**src/rtl/spi_slave.sv**
```systemverilog
// SPI responder (CPOL=0, mode 0) for the 32-bit SPI link.
// SPI pins are oversampled on clk through 2-FF synchronizers. A third register
// per pin gives edge detection, so a pin change becomes an internal event 3 clk later.
// Received words appear on rx_data with a one-cycle rx_valid pulse.
// The reply word is loaded with tx_load and is shifted out MSB first on spi_miso.
module spi_slave #(
  parameter int DATA_W = 32
) (
  input  logic              clk,
  input  logic              rst,
  input  logic              spi_clk,
  input  logic              spi_mosi,
  input  logic              spi_cs,
  output logic              spi_miso,
  input  logic [DATA_W-1:0] tx_data,
  input  logic              tx_load,
  output logic [DATA_W-1:0] rx_data,
  output logic              rx_valid,
  output logic              busy,
  output logic              frame_err,
  output logic              tx_underrun
);

  localparam int CNT_W = $clog2(DATA_W);
  localparam logic [CNT_W-1:0] LAST_BIT = CNT_W'(DATA_W - 1);

  typedef enum logic {
    ST_IDLE   = 1'b0,
    ST_ACTIVE = 1'b1
  } state_t;

  // Synchronizer chains: [0] first stage, [1] synced value, [2] previous synced value.
  logic [2:0] sck_q;
  logic [2:0] cs_q;
  logic [1:0] mosi_q;
  // After reset, CS must be seen high before a falling edge can open a frame.
  logic [1:0] fill_q;
  logic       arm_q;

  state_t            state_q, state_d;
  logic [CNT_W-1:0]  bit_cnt_q, bit_cnt_d;
  logic [DATA_W-1:0] tx_buf_q, tx_buf_d;
  logic              tx_fresh_q, tx_fresh_d;
  logic [DATA_W-1:0] tx_shift_q, tx_shift_d;
  logic [DATA_W-1:0] rx_shift_q, rx_shift_d;
  logic              reload_pend_q, reload_pend_d;
  logic [DATA_W-1:0] rx_data_q, rx_data_d;
  logic              rx_valid_q, rx_valid_d;
  logic              frame_err_q, frame_err_d;
  logic              tx_underrun_q, tx_underrun_d;

  logic sck_rise_s, sck_fall_s, cs_fall_s, cs_rise_s, mosi_s;
  logic reload_s, word_done_s;

  assign sck_rise_s  = sck_q[1] & ~sck_q[2];
  assign sck_fall_s  = ~sck_q[1] & sck_q[2];
  assign cs_fall_s   = ~cs_q[1] & cs_q[2] & arm_q;
  assign cs_rise_s   = cs_q[1] & ~cs_q[2];
  assign mosi_s      = mosi_q[1];
  assign word_done_s = sck_rise_s & (bit_cnt_q == LAST_BIT);

  // The reply shifter is (re)loaded at frame start, or on the first SCK fall after a completed word.
  // A CS rise in the same cycle wins over that fall, so a frame ending with SCK and CS moving together does not consume the reply buffer.
  assign reload_s = ((state_q == ST_IDLE) & cs_fall_s) |
                    ((state_q == ST_ACTIVE) & sck_fall_s & ~cs_rise_s & reload_pend_q);

  // Pin synchronizers, edge-history registers and the post-reset CS arming flag.
  always_ff @(posedge clk) begin
    if (rst) begin
      sck_q  <= 3'b000;
      cs_q   <= 3'b111;
      mosi_q <= 2'b00;
      fill_q <= 2'd0;
      arm_q  <= 1'b0;
    end else begin
      sck_q  <= {sck_q[1:0], spi_clk};
      cs_q   <= {cs_q[1:0], spi_cs};
      mosi_q <= {mosi_q[0], spi_mosi};
      fill_q <= (fill_q == 2'd2) ? fill_q : fill_q + 2'd1;
      arm_q  <= arm_q | ((fill_q == 2'd2) & cs_q[1]);
    end
  end

  // Frame state and datapath registers.
  always_ff @(posedge clk) begin
    if (rst) begin
      state_q       <= ST_IDLE;
      bit_cnt_q     <= '0;
      tx_buf_q      <= '0;
      tx_fresh_q    <= 1'b0;
      tx_shift_q    <= '0;
      rx_shift_q    <= '0;
      reload_pend_q <= 1'b0;
      rx_data_q     <= '0;
      rx_valid_q    <= 1'b0;
      frame_err_q   <= 1'b0;
      tx_underrun_q <= 1'b0;
    end else begin
      state_q       <= state_d;
      bit_cnt_q     <= bit_cnt_d;
      tx_buf_q      <= tx_buf_d;
      tx_fresh_q    <= tx_fresh_d;
      tx_shift_q    <= tx_shift_d;
      rx_shift_q    <= rx_shift_d;
      reload_pend_q <= reload_pend_d;
      rx_data_q     <= rx_data_d;
      rx_valid_q    <= rx_valid_d;
      frame_err_q   <= frame_err_d;
      tx_underrun_q <= tx_underrun_d;
    end
  end

  // Next-state logic: frame open/close, bit shifting, word completion and reply reload.
  always_comb begin
    state_d       = state_q;
    bit_cnt_d     = bit_cnt_q;
    tx_buf_d      = tx_buf_q;
    tx_fresh_d    = tx_fresh_q;
    tx_shift_d    = tx_shift_q;
    rx_shift_d    = rx_shift_q;
    reload_pend_d = reload_pend_q;
    rx_data_d     = rx_data_q;
    rx_valid_d    = 1'b0;
    frame_err_d   = 1'b0;
    tx_underrun_d = 1'b0;

    if (tx_load) begin
      tx_buf_d   = tx_data;
      tx_fresh_d = 1'b1;
    end else begin
      tx_buf_d = tx_buf_q;
    end

    case (state_q)
      ST_IDLE: begin
        if (cs_fall_s) begin
          state_d       = ST_ACTIVE;
          bit_cnt_d     = '0;
          reload_pend_d = 1'b0;
        end else begin
          state_d = ST_IDLE;
        end
      end
      ST_ACTIVE: begin
        if (sck_rise_s) begin
          rx_shift_d = {rx_shift_q[DATA_W-2:0], mosi_s};
          if (word_done_s) begin
            rx_data_d     = {rx_shift_q[DATA_W-2:0], mosi_s};
            rx_valid_d    = 1'b1;
            bit_cnt_d     = '0;
            reload_pend_d = 1'b1;
          end else begin
            bit_cnt_d = bit_cnt_q + CNT_W'(1);
          end
        end else if (sck_fall_s && !cs_rise_s) begin
          if (reload_pend_q) begin
            reload_pend_d = 1'b0;
          end else begin
            tx_shift_d = {tx_shift_q[DATA_W-2:0], 1'b0};
          end
        end else begin
          tx_shift_d = tx_shift_q;
        end
        if (cs_rise_s) begin
          state_d       = ST_IDLE;
          bit_cnt_d     = '0;
          reload_pend_d = 1'b0;
          // Partial word: count is non-zero after this cycle's edge (if any) is applied.
          frame_err_d   = sck_rise_s ? (bit_cnt_q != LAST_BIT) : (bit_cnt_q != '0);
        end else begin
          state_d = ST_ACTIVE;
        end
      end
      default: begin
        state_d = ST_IDLE;
      end
    endcase

    // A tx_load coinciding with the reload bypasses the buffer and counts as fresh.
    if (reload_s) begin
      tx_fresh_d = 1'b0;
      if (tx_load) begin
        tx_shift_d = tx_data;
      end else begin
        tx_shift_d    = tx_buf_q;
        tx_underrun_d = ~tx_fresh_q;
      end
    end else begin
      tx_fresh_d = tx_fresh_d;
    end
  end

  assign spi_miso    = (state_q == ST_ACTIVE) ? tx_shift_q[DATA_W-1] : 1'b0;
  assign busy        = (state_q == ST_ACTIVE);
  assign rx_data     = rx_data_q;
  assign rx_valid    = rx_valid_q;
  assign frame_err   = frame_err_q;
  assign tx_underrun = tx_underrun_q;

endmodule
```
**config.mk**
```make
export PLATFORM = sky130hd
export DESIGN_NAME = spi_slave
export DESIGN_NICKNAME = d
export VERILOG_FILES = /design/src/rtl/spi_slave.sv
export SDC_FILE = /design/constraint.sdc
export NUM_CORES = 1
export LEC_CHECK = 0
export CORE_MARGIN = 4
export CORE_UTILIZATION = 49
export DETAILED_ROUTE_END_ITERATION = 6
export PLACE_DENSITY = 0.71
export SLEW_MARGIN = 40
export SYNTH_ARGS = -nofsm -noshare
export SYNTH_HDL_FRONTEND = slang
export SYNTH_SLANG_ARGS = --single-unit
```
**constraint.sdc**
```tcl
create_clock -name clk -period 1.7 [get_ports clk]
set_input_delay 0.425 -clock clk [delete_from_list [all_inputs] [get_ports clk]]
set_output_delay 0.425 -clock clk [all_outputs]
set_load 0.02 [all_outputs]
```
== Word-level counts from Yosys, hierarchy flattened ==
Index checks and enable logic that the tools add are counted.
Cells by class
  $lt $le $gt $ge: 0
  div/mod/pow operators: 0
  $mul: 0
  muxes and demuxes: 23
  reductions and logical operators: 14
  eq/ne operators: 9
  bitwise logic cells: 22
  shift-type cells: 0
  $add $sub $neg: 2
Operators by type and width (count)
  $mux 32: 6
  $mux 5: 4
  $and 1x1->1: 11
  $mux 1: 10
  $pmux 5 s2: 1
  $not 1->1: 9
  $reduce_or 3->1: 3
  $reduce_and 3->1: 2
  $add 5x1->5 const B: 1
  $eq 5x5->1 const B: 1
  $ne 5x5->1 const B: 1
  $reduce_bool 5->1: 1
  $ne 2x1->1 const B: 2
  $ne 4x1->1 const B: 1
  $ne 4x2->1 const B: 1
  $pmux 1 s2: 2
  $reduce_and 2->1: 2
  $reduce_and 4->1: 1
  $reduce_bool 2->1: 2
  $ne 3x1->1 const B: 1
  $add 2x1->2 const B: 1
  $eq 2x2->1 const B: 1
  $ne 2x2->1 const B: 1
  $or 1x1->1: 2
  3 further kinds: 3
Storage, ports and cells
  output and inout bits: 37
  bits of input ports: 38
  flip-flop bits (word level): 149
  RAM bits: 0
  ROM bits: 0
  memories kept: 0
  bits in latches: 0
  logic and storage cells: 86

== Longest topological paths before layout ==
  word-level depth: 8
  depth in mapped cells: 8
  gate-level depth less buffers: 8

== Worst setup path before layout ==
Ideal clock, no wire load.
  kind: register to register
  from: register bit_cnt_q[0]
  to: register bit_cnt_q[2]
  stages on the path, launching flop included: 8
  period minus slack after synthesis: 1761 ps
  required time: 1630 ps
  path slack: -61 ps
  setup time: 70 ps
  path buffers: 0
  arrival time: 1690 ps
  path through: dfxtp_1 ha_1 and3_1 ha_1 nand3b_1 nand3_1 or4b_1 a21oi_1
Between the ends
  word-level cells in the longest chain between the ends: 6
  elaborated cells on any way between the ends: 7
  classes of those cells: add/sub: 1; eq/ne: 1; mux: 4; bitwise: 1
RTL lines
  start, declared: RTL line 41  | logic [CNT_W-1:0] bit_cnt_q, bit_cnt_d;
  start signal, assigned: RTL line 100  | bit_cnt_q <= bit_cnt_d;
  parallel branches: the longest is 2 deep, another holds $add 5x1->5
  $mux 5 *: RTL line 147  | if (word_done_s) begin
  $mux 5 *: RTL line 145  | if (sck_rise_s) begin
  $mux 5 *: RTL line 164  | if (cs_rise_s) begin
  $pmux 5 s2 *: RTL line 134  | case (state_q)
Mark *: on every way between the ends. The select of a mux whose other input is x is not followed.
A chain may end at the register's enable or synchronous reset.

== Final worst setup path ==
  from: register bit_cnt_q[0]
  to: register reload_pend_q
Between the ends
  word-level cells in the longest chain between the ends: 4
RTL lines
  $eq 5x5->1: RTL line 60  | assign word_done_s = sck_rise_s & (bit_cnt_q == LAST_BIT);
  $and 1x1->1: RTL line 60
  $ne 4x2->1 (no source line)
  $reduce_and 3->1 (no source line)
  end signal, assigned: RTL line 105  | reload_pend_q <= reload_pend_d;
  end, declared: RTL line 46  | logic reload_pend_q, reload_pend_d;
Every way passes these cells.

==> flow_summary.json <==
{
  "status": "finished with violations",
  "violations": "negative setup slack",
  "grt-ovfl-total": 0,
  "ys_ff_latch": 149,
  "fin_total_pwr_mw": 7.86,
  "wl_um": 11600,
  "avgSynthCellArea_um2": 8.48,
  "crit_fanout": 4,
  "wl_met2_um": 5690,
  "path_class": "reg2reg",
  "period_needed_ns": 1.72,
  "grt_use_total": 0.184,
  "diodes": 0,
  "synthesis.area_mm2": 0.00552,
  "synth_top_cell_by_area": "dfxtp_1",
  "worst_pin_slew_ns": 0.382,
  "post-route-util": 0.649,
  "yosysWarnings": 0,
  "p_leak_nw": 2.69,
  "dp_hpwl_um": 7320,
  "place.gp.congestion": 0.753,
  "regArea_mm2": 0.00299,
  "post_drt_wl_per_cell_um": 13.3,
  "synthCells": 651,
  "port_buffers": 74,
  "wl_met3_um": 544,
  "worstSetupEndpointType": "flip-flop",
  "maxUsedRoutingLayer": "met4",
  "synth_cell_types": 33,
  "vias": 4493,
  "yosys-top-cells-area": "dfxtp_1 54%, nand2_1 13%, a21oi_1 9.4%",
  "num-nets-final": 757,
  "cts_tree": "done",
  "htree_levels": 4,
  "crit_path_start_kind": "flip-flop",
  "powerDensity_mw_per_mm2": 1110,
  "maxSlewHeadroom": 0.745,
  "cp_cell_sequence": "ha_4 -> and3_4 -> ha_4 -> nand3b_1 -> or3b_4 -> a21oi_2 -> nand2_1 -> a21oi_2",
  "multiInputGateArea_mm2": 0.00237,
  "cts_setup_buffers": 0,
  "clock_skew_ns": 0.00660,
  "maxCapViolations": 0,
  "hold_viol": 0,
  "cpPeakStageDelay_ns": 0.40,
  "dr.pass1.iters": 4,
  "area_growth_pct": 28.6,
  "ys_async_sr_fraction": 0,
  "dp.cells": 835,
  "final_antenna_net_count": 0,
  "worstPathArrival_ns": 2.06,
  "n_fill_cell": 917,
  "holdBufCountCts": 0,
  "setup_slack_ns": -0.0153,
  "clock_latency_ns": 0.42,
  "cts_buffer_depth": 2,
  "required_ns": 2.05,
  "grt_pass1_vias": 4372,
  "start_util": 0.505,
  "yosys_most_used_dff": "dfxtp_1",
  "slew_violations": 0,
  "drt_iter0_markers": 165,
  "num_io_pins": 75,
  "rows": 38,
  "cts_sinks": 149,
  "dp_slack_ns": -0.0832,
  "drive_above_1_share": 0.102,
  "antenna_found_initial": 0,
  "synthTopCellsByCount": "195 x nand2_1, 149 x dfxtp_1, 104 x a21oi_1",
  "wl_met1_um": 5180,
  "cts_root_buf": "clkbuf_16",
  "rsz0062_at_grt": "yes",
  "die_w_um": 114,
  "numCtsBuffers": 17,
  "ir_drop_mv": 0.618,
  "syn-num-nets": 693,
  "grt_max_degree": 55,
  "ys_seq_area_frac": 0.541,
  "hold_slack_ns": 0.411,
  "setup_violations": 2,
  "fin_cells": 868,
  "period_share": 1.01,
  "max_freq_ghz": 0.583,
  "grt_pass1_wl_um": 19600,
  "drc_errors": 0,
  "coreArea_mm2": 0.0109,
  "synth.most_common_cell": "nand2_1",
  "dieArea_mm2": 0.0130,
  "synth_edf_count": 0,
  "min_path_type": "reg2reg",
  "synth_top_area_frac": 0.541,
  "slowest_stage": "or3b_4",
  "routed_via_density": 5.18,
  "path_clk_slew_ns": 0.06,
  "die_y_um": 114
}
[worst paths after layout]
| path | startpoint | cells past startpoint | slack, ns | end |
|---|---|---|---|---|
| worst max-delay path | bit_cnt_q[0]$_SDFFE_PP0P_ | 8 | -0.02 | reload_pend_q$_SDFFE_PP0P_ |
| worst min register to register | cs_q[0]$_SDFF_PP1_ | 1 | 0.41 | cs_q[1]$_SDFF_PP1_ |
| worst min-delay path | cs_q[0]$_SDFF_PP1_ | 1 | 0.41 | cs_q[1]$_SDFF_PP1_ |
| worst max register to register | bit_cnt_q[0]$_SDFFE_PP0P_ | 8 | -0.02 | reload_pend_q$_SDFFE_PP0P_ |
[cell usage in the layout (no fill, tap or decap), types with 4 or more instances in the layout]
| cell type | netlist | final |
|---|---|---|
| a21oi_1 | 104 | 102 |
| buf_12 | 0 | 7 |
| buf_4 | 0 | 12 |
| clkbuf_16 | 0 | 18 |
| clkdlybuf4s50_1 | 0 | 35 |
| clkinv_2 | 0 | 4 |
| dfxtp_1 | 149 | 146 |
| dlygate4sd2_1 | 0 | 36 |
| inv_1 | 4 | 4 |
| mux2i_1 | 33 | 33 |
| nand2_1 | 195 | 195 |
| nor2_1 | 44 | 44 |
| nor2b_1 | 8 | 6 |
| o211ai_1 | 31 | 31 |
[per-stage QoR]
stage,setup TNS (ns),instance area (um^2)
after floorplan,0,5520
after global placement,-0.0146,6440
after detailed placement,-0.381,6440
after CTS,-0.0483,7050
after global routing,-0.252,7100
final,-0.0270,7100
[state kept, by name, indices dropped and copies added (netlist names), 3 cells and up]
| signal | count |
|---|---|
| rx_data | 32 |
| tx_buf_q | 32 |
| bit_cnt_q | 5 |
| rx_shift_q | 31 |
| sck_q | 3 |
| tx_shift_q | 32 |
| cs_q | 3 |
[cells by family (layout without fill, tap and decap cells)]
| kind of cell | Yosys count | in the layout | share of synthesized area |
|---|---|---|---|
| mux | 33 | 33 | 0.0599 |
| buf+inv | 52 | 129 | 0.0426 |
| flops | 149 | 149 | 0.541 |
| simple gates | 269 | 269 | 0.198 |
| compound gates | 143 | 143 | 0.148 |
| xor+xnor | 1 | 1 | 0.00159 |
| fa+ha+maj | 4 | 4 | 0.00907 |
[where the power goes]
group	leakage (nW)	internal, mW	switching [mW]
logic	1.18	0.211	0.237
clock network	0.296	2.38	1.41
registers	1.21	3.58	0.0385
total	2.69	6.17	1.68
[worst max-delay path: cells and delay by family (launching register included)]
family / cells / cell delay [ns]
AND/OR/NAND/NOR: 4 / 0.76
flip-flops: 1 / 0.36
adder cells (fa/ha/maj): 2 / 0.30
AO/OA/AOI/OAI: 2 / 0.23
[what timing repair did]
item	in CTS	in global routing
hold endpoints to repair	0	0
pin swaps	4	1
setup endpoints to repair	86	60
gates cloned	0	1
resized for setup	48	8
[final cells by class]
type,count,share of cell area
clock inverters,12,0.0213
clock buffers,20,0.0643
flip-flops and latches,149,0.421
multi-input cells,450,0.334
repair buffers,93,0.132
inverters,4,0.00212
well taps,140,0.0247
[routing by layer]
metal,GRT usage,vias up
met4,0.0665,0
met1,0.220,2101
li1,-,2304
met2,0.308,73
met5,0,-
met3,0.0603,15
Power figures use the tool's default switching activity.
